### src/rtl/nand_bus_sequencer_if.sv
// nand_bus_if: request/response channel between the register front-end and the NAND sequencer
interface nand_bus_if;
  logic       req_valid;
  logic       req_ready;
  logic [2:0] req_op;
  logic [7:0] req_data;
  logic       req_keep_ce;
  logic       rsp_valid;
  logic [7:0] rsp_data;
  logic       rsp_err;
  logic       cfg_wp;
  logic       busy;
  modport master (
    output req_valid, req_op, req_data, req_keep_ce, cfg_wp,
    input  req_ready, rsp_valid, rsp_data, rsp_err, busy
  );
  modport slave (
    input  req_valid, req_op, req_data, req_keep_ce, cfg_wp,
    output req_ready, rsp_valid, rsp_data, rsp_err, busy
  );
endinterface

### src/rtl/nand_bus_sequencer.sv
// nand_bus_sequencer: sequences single ONFI-style asynchronous NAND bus cycles with programmable timing
module nand_bus_sequencer #(
  parameter int          T_SETUP = 1,
  parameter int          T_WP    = 2,
  parameter int          T_WH    = 2,
  parameter int          T_WB    = 4,
  parameter logic [15:0] TIMEOUT = 16'hFFFF
) (
  input  logic       PCLK,
  input  logic       PRESETN,
  nand_bus_if.slave  bus,
  output logic       nCE,
  output logic       CLE,
  output logic       ALE,
  output logic       nWE,
  output logic       nRE,
  output logic       nWP,
  output logic [7:0] IO_out,
  output logic       IO_oe,
  input  logic [7:0] IO_in,
  input  logic       RB_n
);
  localparam logic [2:0] IDLE    = 3'd0;
  localparam logic [2:0] SETUP   = 3'd1;
  localparam logic [2:0] STROBE  = 3'd2;
  localparam logic [2:0] HOLD    = 3'd3;
  localparam logic [2:0] WB_DLY  = 3'd4;
  localparam logic [2:0] WAIT_RB = 3'd5;
  localparam logic [2:0] RESP    = 3'd6;
  localparam logic [15:0] TS_RAW = 16'(T_SETUP);
  localparam logic [15:0] TP_RAW = 16'(T_WP);
  localparam logic [15:0] TH_RAW = 16'(T_WH);
  localparam logic [15:0] TB_RAW = 16'(T_WB);
  localparam logic [15:0] TS = TS_RAW == 16'd0 ? 16'd1 : TS_RAW;
  localparam logic [15:0] TP = TP_RAW == 16'd0 ? 16'd1 : TP_RAW;
  localparam logic [15:0] TH = TH_RAW == 16'd0 ? 16'd1 : TH_RAW;
  localparam logic [15:0] TB = TB_RAW == 16'd0 ? 16'd1 : TB_RAW;
  logic [2:0]  state, nxt, op;
  logic [15:0] cnt, dur;
  logic        keep_ce, err, rb_q, rb_s, acc, legal, last;
  // next-state decode; dur is the length of the current timed phase
  always_comb begin
    acc   = bus.req_valid && bus.req_ready;
    legal = bus.req_op <= 3'd4;
    dur   = state == SETUP ? TS : state == STROBE ? TP : state == HOLD ? TH : TB;
    last  = cnt == dur - 16'd1;
    nxt   = state;
    case (state)
      IDLE, RESP: nxt = !acc ? IDLE : (legal && bus.req_op != 3'd4) ? SETUP : WB_DLY;
      SETUP:      nxt = last ? STROBE : SETUP;
      STROBE:     nxt = last ? HOLD : STROBE;
      HOLD:       nxt = last ? RESP : HOLD;
      WB_DLY:     nxt = err ? RESP : last ? WAIT_RB : WB_DLY;
      WAIT_RB:    nxt = (rb_s || cnt == TIMEOUT) ? RESP : WAIT_RB;
      default:    nxt = IDLE;
    endcase
  end
  // registered state, RB_n synchronizer and every pin/response output
  always_ff @(posedge PCLK or negedge PRESETN)
    if (!PRESETN) begin
      state         <= IDLE;
      cnt           <= '0;
      op            <= '0;
      keep_ce       <= 1'b0;
      err           <= 1'b0;
      rb_q          <= 1'b1;
      rb_s          <= 1'b1;
      nCE           <= 1'b1;
      CLE           <= 1'b0;
      ALE           <= 1'b0;
      nWE           <= 1'b1;
      nRE           <= 1'b1;
      nWP           <= 1'b0;
      IO_out        <= '0;
      IO_oe         <= 1'b0;
      bus.req_ready <= 1'b0;
      bus.rsp_valid <= 1'b0;
      bus.rsp_data  <= '0;
      bus.rsp_err   <= 1'b0;
      bus.busy      <= 1'b0;
    end else begin
      state         <= nxt;
      cnt           <= nxt != state ? '0 : cnt + {15'd0, cnt != 16'hFFFF};
      rb_q          <= RB_n;
      rb_s          <= rb_q;
      nWP           <= !bus.cfg_wp;
      bus.req_ready <= nxt == IDLE || nxt == RESP;
      bus.busy      <= nxt != IDLE;
      bus.rsp_valid <= nxt == RESP;
      if (acc) begin
        op           <= bus.req_op;
        keep_ce      <= bus.req_keep_ce;
        err          <= !legal;
        bus.rsp_data <= '0;
      end
      if (nxt == SETUP && state != SETUP) begin
        nCE    <= 1'b0;
        CLE    <= bus.req_op == 3'd0;
        ALE    <= bus.req_op == 3'd1;
        IO_oe  <= bus.req_op != 3'd3;
        IO_out <= bus.req_data;
      end
      if (state == SETUP && last) begin
        nWE <= op == 3'd3;
        nRE <= op != 3'd3;
      end
      if (state == STROBE && last) begin
        nWE <= 1'b1;
        nRE <= 1'b1;
        if (op == 3'd3) bus.rsp_data <= IO_in;
      end
      if (nxt == RESP) begin
        CLE         <= 1'b0;
        ALE         <= 1'b0;
        IO_oe       <= 1'b0;
        bus.rsp_err <= state == WB_DLY ? err : (state == WAIT_RB && !rb_s);
        if (!err) nCE <= !keep_ce;
      end
    end
endmodule
### src/flat_wrapper.sv
// flat-port wrapper written by rule: the top's interface ports become plain ports
module nand_bus_sequencer_flat 
#(
  parameter int          T_SETUP = 1,
  parameter int          T_WP    = 2,
  parameter int          T_WH    = 2,
  parameter int          T_WB    = 4,
  parameter logic [15:0] TIMEOUT = 16'hFFFF
)
  (PCLK, PRESETN, nCE, CLE, ALE, nWE, nRE, nWP, IO_out, IO_oe, IO_in, RB_n, bus_req_valid, bus_req_op, bus_req_data, bus_req_keep_ce, bus_cfg_wp, bus_req_ready, bus_rsp_valid, bus_rsp_data, bus_rsp_err, bus_busy);
  nand_bus_if bus_i ();
  input  logic PCLK;
  input  logic PRESETN;
  output logic nCE;
  output logic CLE;
  output logic ALE;
  output logic nWE;
  output logic nRE;
  output logic nWP;
  output logic [7:0] IO_out;
  output logic IO_oe;
  input  logic [7:0] IO_in;
  input  logic RB_n;
  input wire logic [$bits(bus_i.req_valid)-1:0] bus_req_valid;
  input wire logic [$bits(bus_i.req_op)-1:0] bus_req_op;
  input wire logic [$bits(bus_i.req_data)-1:0] bus_req_data;
  input wire logic [$bits(bus_i.req_keep_ce)-1:0] bus_req_keep_ce;
  input wire logic [$bits(bus_i.cfg_wp)-1:0] bus_cfg_wp;
  output wire logic [$bits(bus_i.req_ready)-1:0] bus_req_ready;
  output wire logic [$bits(bus_i.rsp_valid)-1:0] bus_rsp_valid;
  output wire logic [$bits(bus_i.rsp_data)-1:0] bus_rsp_data;
  output wire logic [$bits(bus_i.rsp_err)-1:0] bus_rsp_err;
  output wire logic [$bits(bus_i.busy)-1:0] bus_busy;
  assign bus_i.req_valid = bus_req_valid;
  assign bus_i.req_op = bus_req_op;
  assign bus_i.req_data = bus_req_data;
  assign bus_i.req_keep_ce = bus_req_keep_ce;
  assign bus_i.cfg_wp = bus_cfg_wp;
  assign bus_req_ready = bus_i.req_ready;
  assign bus_rsp_valid = bus_i.rsp_valid;
  assign bus_rsp_data = bus_i.rsp_data;
  assign bus_rsp_err = bus_i.rsp_err;
  assign bus_busy = bus_i.busy;
  nand_bus_sequencer #(.T_SETUP(T_SETUP), .T_WP(T_WP), .T_WH(T_WH), .T_WB(T_WB), .TIMEOUT(TIMEOUT)) u_core (.PCLK(PCLK), .PRESETN(PRESETN), .bus(bus_i), .nCE(nCE), .CLE(CLE), .ALE(ALE), .nWE(nWE), .nRE(nRE), .nWP(nWP), .IO_out(IO_out), .IO_oe(IO_oe), .IO_in(IO_in), .RB_n(RB_n));
endmodule
### config.mk
export PLATFORM = sky130hd
export DESIGN_NAME = nand_bus_sequencer_flat
export DESIGN_NICKNAME = d
export VERILOG_FILES = /design/src/rtl/nand_bus_sequencer_if.sv /design/src/rtl/nand_bus_sequencer.sv /design/src/flat_wrapper.sv
export SDC_FILE = /design/constraint.sdc
export NUM_CORES = 1
export LEC_CHECK = 0
export ABC_CLOCK_PERIOD_IN_PS = 3200
export CAP_MARGIN = 20
export CORE_MARGIN = 2
export CORE_UTILIZATION = 52
export CTS_BUF_LIST = sky130_fd_sc_hd__clkbuf_16
export CTS_CLUSTER_SIZE = 40
export DETAILED_ROUTE_END_ITERATION = 10
export PLACE_DENSITY = 0.85
export SETUP_SLACK_MARGIN = 0.02
export SLEW_MARGIN = 20
export SYNTH_ARGS = -nofsm -noshare
export SYNTH_HDL_FRONTEND = slang
export SYNTH_SLANG_ARGS = --single-unit
### constraint.sdc
create_clock -name PCLK -period 3.2 [get_ports PCLK]
set_clock_uncertainty 0.1 [all_clocks]
set_input_delay 0.64 -clock PCLK [delete_from_list [all_inputs] [get_ports PCLK]]
set_output_delay 0.64 -clock PCLK [all_outputs]
set_load 0.01 [all_outputs]
# Word level (Yosys, flattened, before mapping)
# Index checks and enable logic that the tools add are counted.
# classes
div	0
n_lt_le_gt_ge	1
eq_ne	18
shifts	0
bitwise_logic	0
mul	0
n_reduce_logical	19
addsub	2
n_mux	30
# op_table
operator	n
$mux 16	3
$mux 8	3
$pmux 3 s6	1
$add 16x1->16	1
$eq 16x16->1	1
$eq 16x16->1 const B	1
$mux 1	16
$ne 16x16->1 const B	1
$sub 16x1->16 const B	1
$mux 3	5
$eq 3x3->1 const B	4
$eq 3x1->1 const B	3
$eq 3x2->1 const B	3
$logic_not 3->1	3
$logic_and 1x1->1	6
$ne 3x2->1 const B	2
$logic_not 1->1	4
$mux 2	2
$reduce_bool 2->1	2
$le 3x3->1 const B	1
$ne 3x1->1 const B	1
$ne 3x3->1	1
$ne 3x3->1 const B	1
$reduce_bool 3->1	1
2 further kinds	3
# totals
register_bits	53
rom_bits	0
n_memories	0
latchBits	0
ram_bits	0

# Longest topological paths before layout
# logic_depth
word_depth	14
mapped_depth	10
ltp_nobuf	9

# Worst setup path after synthesis
# OpenSTA, ideal clock, no wires.
# synth_path
path_type	reg-to-reg
startpoint	register u_core.state[2]
endpoint	register u_core.cnt[10]
slack_ns	0.284
setup_time_ns	0.137
period_less_slack_ns	2.916
path_stages_with_launch	11
arrival_time_ns	2.678
path_cell_list	dfrtp_1 -> clkbuf_1 -> inv_1 -> ha_1 -> xor2_1 -> o211ai_1 -> a21oi_2 -> mux2_2 -> o21ai_1 -> clkbuf_1 -> a211oi_1
# synth_via
elab_chain_cells	11
# synth_rtl
item	line_no	source
start, declared	nand_bus_sequencer.sv:38	logic [2:0] state, nxt, op;
start signal, assigned	nand_bus_sequencer.sv:82	state <= nxt;
$eq 3x2->1	nand_bus_sequencer.sv:45, nand_bus_sequencer.sv:48	
$mux 3	nand_bus_sequencer.sv:45	dur = state == SETUP ? TS : state == STROBE ? TP : state == HOLD ? TH : TB;
$mux 16 (2 in series)	nand_bus_sequencer.sv:45	
$sub 16x1->16	nand_bus_sequencer.sv:46	last = cnt == dur - 16'd1;
$eq 16x16->1	nand_bus_sequencer.sv:46	
$mux 1	nand_bus_sequencer.sv:51, nand_bus_sequencer.sv:53	
$mux 3	nand_bus_sequencer.sv:53	WB_DLY: nxt = err ? RESP : last ? WAIT_RB : WB_DLY;
$pmux 3 s6	nand_bus_sequencer.sv:48	case (state)
$ne 3x3->1 *	nand_bus_sequencer.sv:83	cnt <= nxt != state ? '0 : cnt + {15'd0, cnt != 16'hFFFF};
$mux 16 *	nand_bus_sequencer.sv:83	
end signal, assigned	nand_bus_sequencer.sv:83	
end, declared	nand_bus_sequencer.sv:39	logic [15:0] cnt, dur;
# Mark *: on every way between the ends. The rest lies on a longest branch, timed or not.
# A chain may end at the register's enable or synchronous reset.

# Final worst setup path
# layout_path
startpoint	register u_core.state[2]
endpoint	register u_core.IO_out[7]
# layout_via
elab_chain_cells	11
# layout_rtl
item	line_no	source
$eq 3x2->1	nand_bus_sequencer.sv:45, nand_bus_sequencer.sv:48	
$mux 3	nand_bus_sequencer.sv:45	
$mux 16 (2 in series)	nand_bus_sequencer.sv:45	
$sub 16x1->16	nand_bus_sequencer.sv:46	
$eq 16x16->1	nand_bus_sequencer.sv:46	
$mux 1	nand_bus_sequencer.sv:51, nand_bus_sequencer.sv:53	
$mux 3	nand_bus_sequencer.sv:53	
$pmux 3 s6	nand_bus_sequencer.sv:48	
$eq 3x1->1	nand_bus_sequencer.sv:96	if (nxt == SETUP && state != SETUP) begin
$logic_and 1x1->1 *	nand_bus_sequencer.sv:96	
end signal, assigned	nand_bus_sequencer.sv:101	IO_out <= bus.req_data;
end, declared	nand_bus_sequencer.sv:18	output logic [7:0] IO_out,
# Marks and branches as above.

==> metrics.md <==
| Metric | Value |
|---|---|
| Rows | `26` |
| Vias | `2276` |
| Worst R2R Path Depth | `9` |
| EDFF count, synth | `0` |
| GPL Wtd Cong | `0.981` |
| Area grow syn2layout | `27.9%` |
| Grt total ovfl | `0` |
| Clock slew seen by the registers of the worst setup and hold paths | `~70 ps` |
| Crit path launch | `u_core.state[2]` |
| Wirelength per Cell | `between 15 and 20 µm` |
| Outcome | `finished, final reports clean` |
| First-pass GRT wire length | `~10000 µm` |
| Clock Sinks | `53` |
| Pwr Density | `approximately 830 nW/µm²` |
| Pin count of the biggest net entering global routing | `37` |
| CP endpoint | `u_core.IO_out[7]` |
| Routed vias/inst | `around 6` |
| Pleak | `roughly 1.5 nW` |
| Design Area, Final | `~3500 µm²` |
| Setup CP Type | `reg -> reg` |
| Max-cap violations | `0` |
| Tcrit/Tclk final | `91.4%` |
| Hold slack final | `about 170 ps` |
| CP endpoint kind | `flop` |
| Max VDD drop | `approximately 0.5 mV` |
| Max Fanout on Critical Path | `13` |
| Slew @ Worst Pin | `a little over 600 ps` |
| Final slew viol count | `0` |
| Initial antenna violation count | `0` |
| GRT Total Usage | `between 20% and 30%` |
| CP required | `about 3300 ps` |
| R2R Path End | `u_core.IO_out[7]` |
| Share of cells above drive strength 1 | `between 10% and 20%` |
| Initial Util | `a little over half` |
| # diodes | `0` |
| Width of the die | `between 70 and 80 µm` |
| Post-synth top cells | `dfrtp_1 (48), nand2_1 (28), a211oi_1 (19)` |
| Slack of the worst reg-to-reg path | `approximately 270 ps` |
| Fmax | `between 0.3 and 0.4 GHz` |
| Syn Nets | `between 200 and 300` |
| Synthesized instance count | `260` |
| Post-DP Area | `between 3000 and 4000 µm²` |
| Setup Buffers After CTS | `0` |
| Mapped Avg Cell Area | `approximately 11 µm²` |
| Fill cells | `366` |
| Synth Flop Type | `dfrtp_1` |
| RSZ-0062 raised after global routing | `false` |
| Die height | `between 70 and 80 µm` |
| Core Util, Final | `~69%` |
| Worst slew margin | `between 50% and 60%` |
| Post-DP HPWL | `4220 µm` |
| PortBufs | `51` |
| ANT nets after route | `0` |
| Asr flop ratio synth | `100%` |
| Critical Path AT | `~3000 ps` |
| DRC | `0` |
| Final Hold Fails | `0` |
| Crit path cell chain | `inv_1, ha_1, xor2_1, o211ai_1, a21oi_2, mux2i_1, a211oi_2, buf_4, mux2_1` |
| Core region area | `just over 5000 µm²` |
| Area leader, netlist | `dfrtp_1` |
| CP Launch Type | `flop` |
| Slowest stage cell, crit path | `dfrtp_2` |
| Yosys top cell area share | `43.9%` |
| Root buffer cell | `clkbuf_16` |
| Htree depth | `2` |
| Post-Route Setup TNS | `0 ps` |
| CTS tree | `done` |
| Hold Crit Class | `in -> async` |
| First drt pass iteration count | `4` |
| CTS Buffer Depth | `2` |
| Synth unique cells | `57` |
| Post-synthesis sequential area ratio | `between 40% and 50%` |
| Setup violations, final | `0` |
| Largest cells by area after synthesis | `dfrtp_1 (44%), a211oi_1 (5.2%), dfstp_2 (4.8%)` |
| Vias in the first global route | `approximately 2200` |
| Worst-Skew Late Latency | `290 ps` |
| Total Wirelength | `about 6000 µm` |
| Slowest stage delay, CP | `490 ps` |
| Top-count cell post-synth | `dfrtp_1` |
| # IOs | `52` |
| Crit path time final | `2930 ps` |
| Yosys warnings | `0` |
| DR iter-0 viols | `185` |
| Synth Register Bits | `53` |
| Nets@finish | `343` |
| Die area | `5860 µm²` |
| Critical R2R Launch | `u_core.state[2]` |
| Cts bufs inserted | `5` |
| Mapped cell area | `2740 µm²` |
[flip-flops by register name, summed over array words and instances, names as in the netlist, 3 cells and up]
name                 flops
u_core.IO_out            8
u_core.bus.rsp_data      8
u_core.cnt              16
u_core.op                3
u_core.state             3
[layout make-up]
cell class                      instances  area, µm²  share of cell area (%)
Clock buffer                            5        125                    3.57
Clock inverter                          3       41.3                    1.18
Inverter                                9       33.8                   0.964
Multi-Input combinational cell        184       1300                    37.1
Sequential cell                        53       1330                    38.1
Tap cell                               70       87.6                    2.50
Timing Repair Buffer                   61        581                    16.6
[cells by family (layout without fill, tap and decap cells)]
group,count (synthesis),after routing,synth area share (%)
AOI/OAI and AO/OA,64,64,17.1
xor gates and xnor gates,16,16,5.12
adders and majority gates,4,4,1.83
buffers and inverters,23,78,3.88
DFF,53,53,48.7
muxes,17,17,6.81
and+or+nand+nor,83,83,16.6
[critical path, delay by kind of cell (launching register included)]
kind | cells | cell delay (ps)
mux | 2 | 740
compound gates | 3 | 700
buf+inv | 2 | 370
flops | 1 | 490
xor+xnor | 1 | 160
fa+ha+maj | 1 | 250
[how the worst min path moves through the flow]
stage	slack (ps)	endpoint	startpoint
2_1_floorplan	240	u_core.ALE	PRESETN
3_3_place_gp	250	u_core.rb_s	u_core.rb_q
3_5_place_dp	250	u_core.rb_s	u_core.rb_q
4_1_cts	180	u_core.bus.rsp_data[3]	PRESETN
5_1_grt	200	u_core.bus.rsp_data[3]	PRESETN
6_report	170	u_core.bus.rsp_data[3]	PRESETN
[layout by cell type (no fill, tap or decap), types with 6 or more instances in the layout]
cell type        count
a211oi_1            19
o21ai_0             12
nand2_1             28
a21oi_1              6
buf_4               10
nand4_1              9
clkdlybuf4s50_1     50
inv_1                9
xor2_1              10
dfrtp_1             47
xnor2_1              6
mux2_2              11
nor2_1              10
[through the flow]
step           setup slack, ps  total power [mW]  instances
2_1_floorplan              284              1.83        260
3_3_place_gp               264              2.26        377
3_5_place_dp               155              2.29        377
4_1_cts                    130              2.90        385
5_1_grt                   94.5              3.06        385
6_report                   275              2.90        385
[metal layers]
layer | routed length [µm] | share of wire (%) | track usage (%)
met4 | 106 | 1.7 | 7.09
met5 | 0 | 0 | 0
met2 | 2870 | 47 | 34.7
met3 | 421 | 6.9 | 4.03
met1 | 2670 | 44 | 30.0
[where the power goes]
group | switching, mW | internal, mW | total, mW
registers | 0.127 | 0.846 | 0.973
logic | 0.702 | 0.616 | 1.32
clock network | 0.238 | 0.366 | 0.604
total | 1.07 | 1.83 | 2.90
[what timing repair did]
item | 4_1_cts | 5_1_grt
hold buffers | 0 | 0
resized for setup | 0 | 2
setup endpoints to repair | 0 | 23
Power figures use the tool's default switching activity.
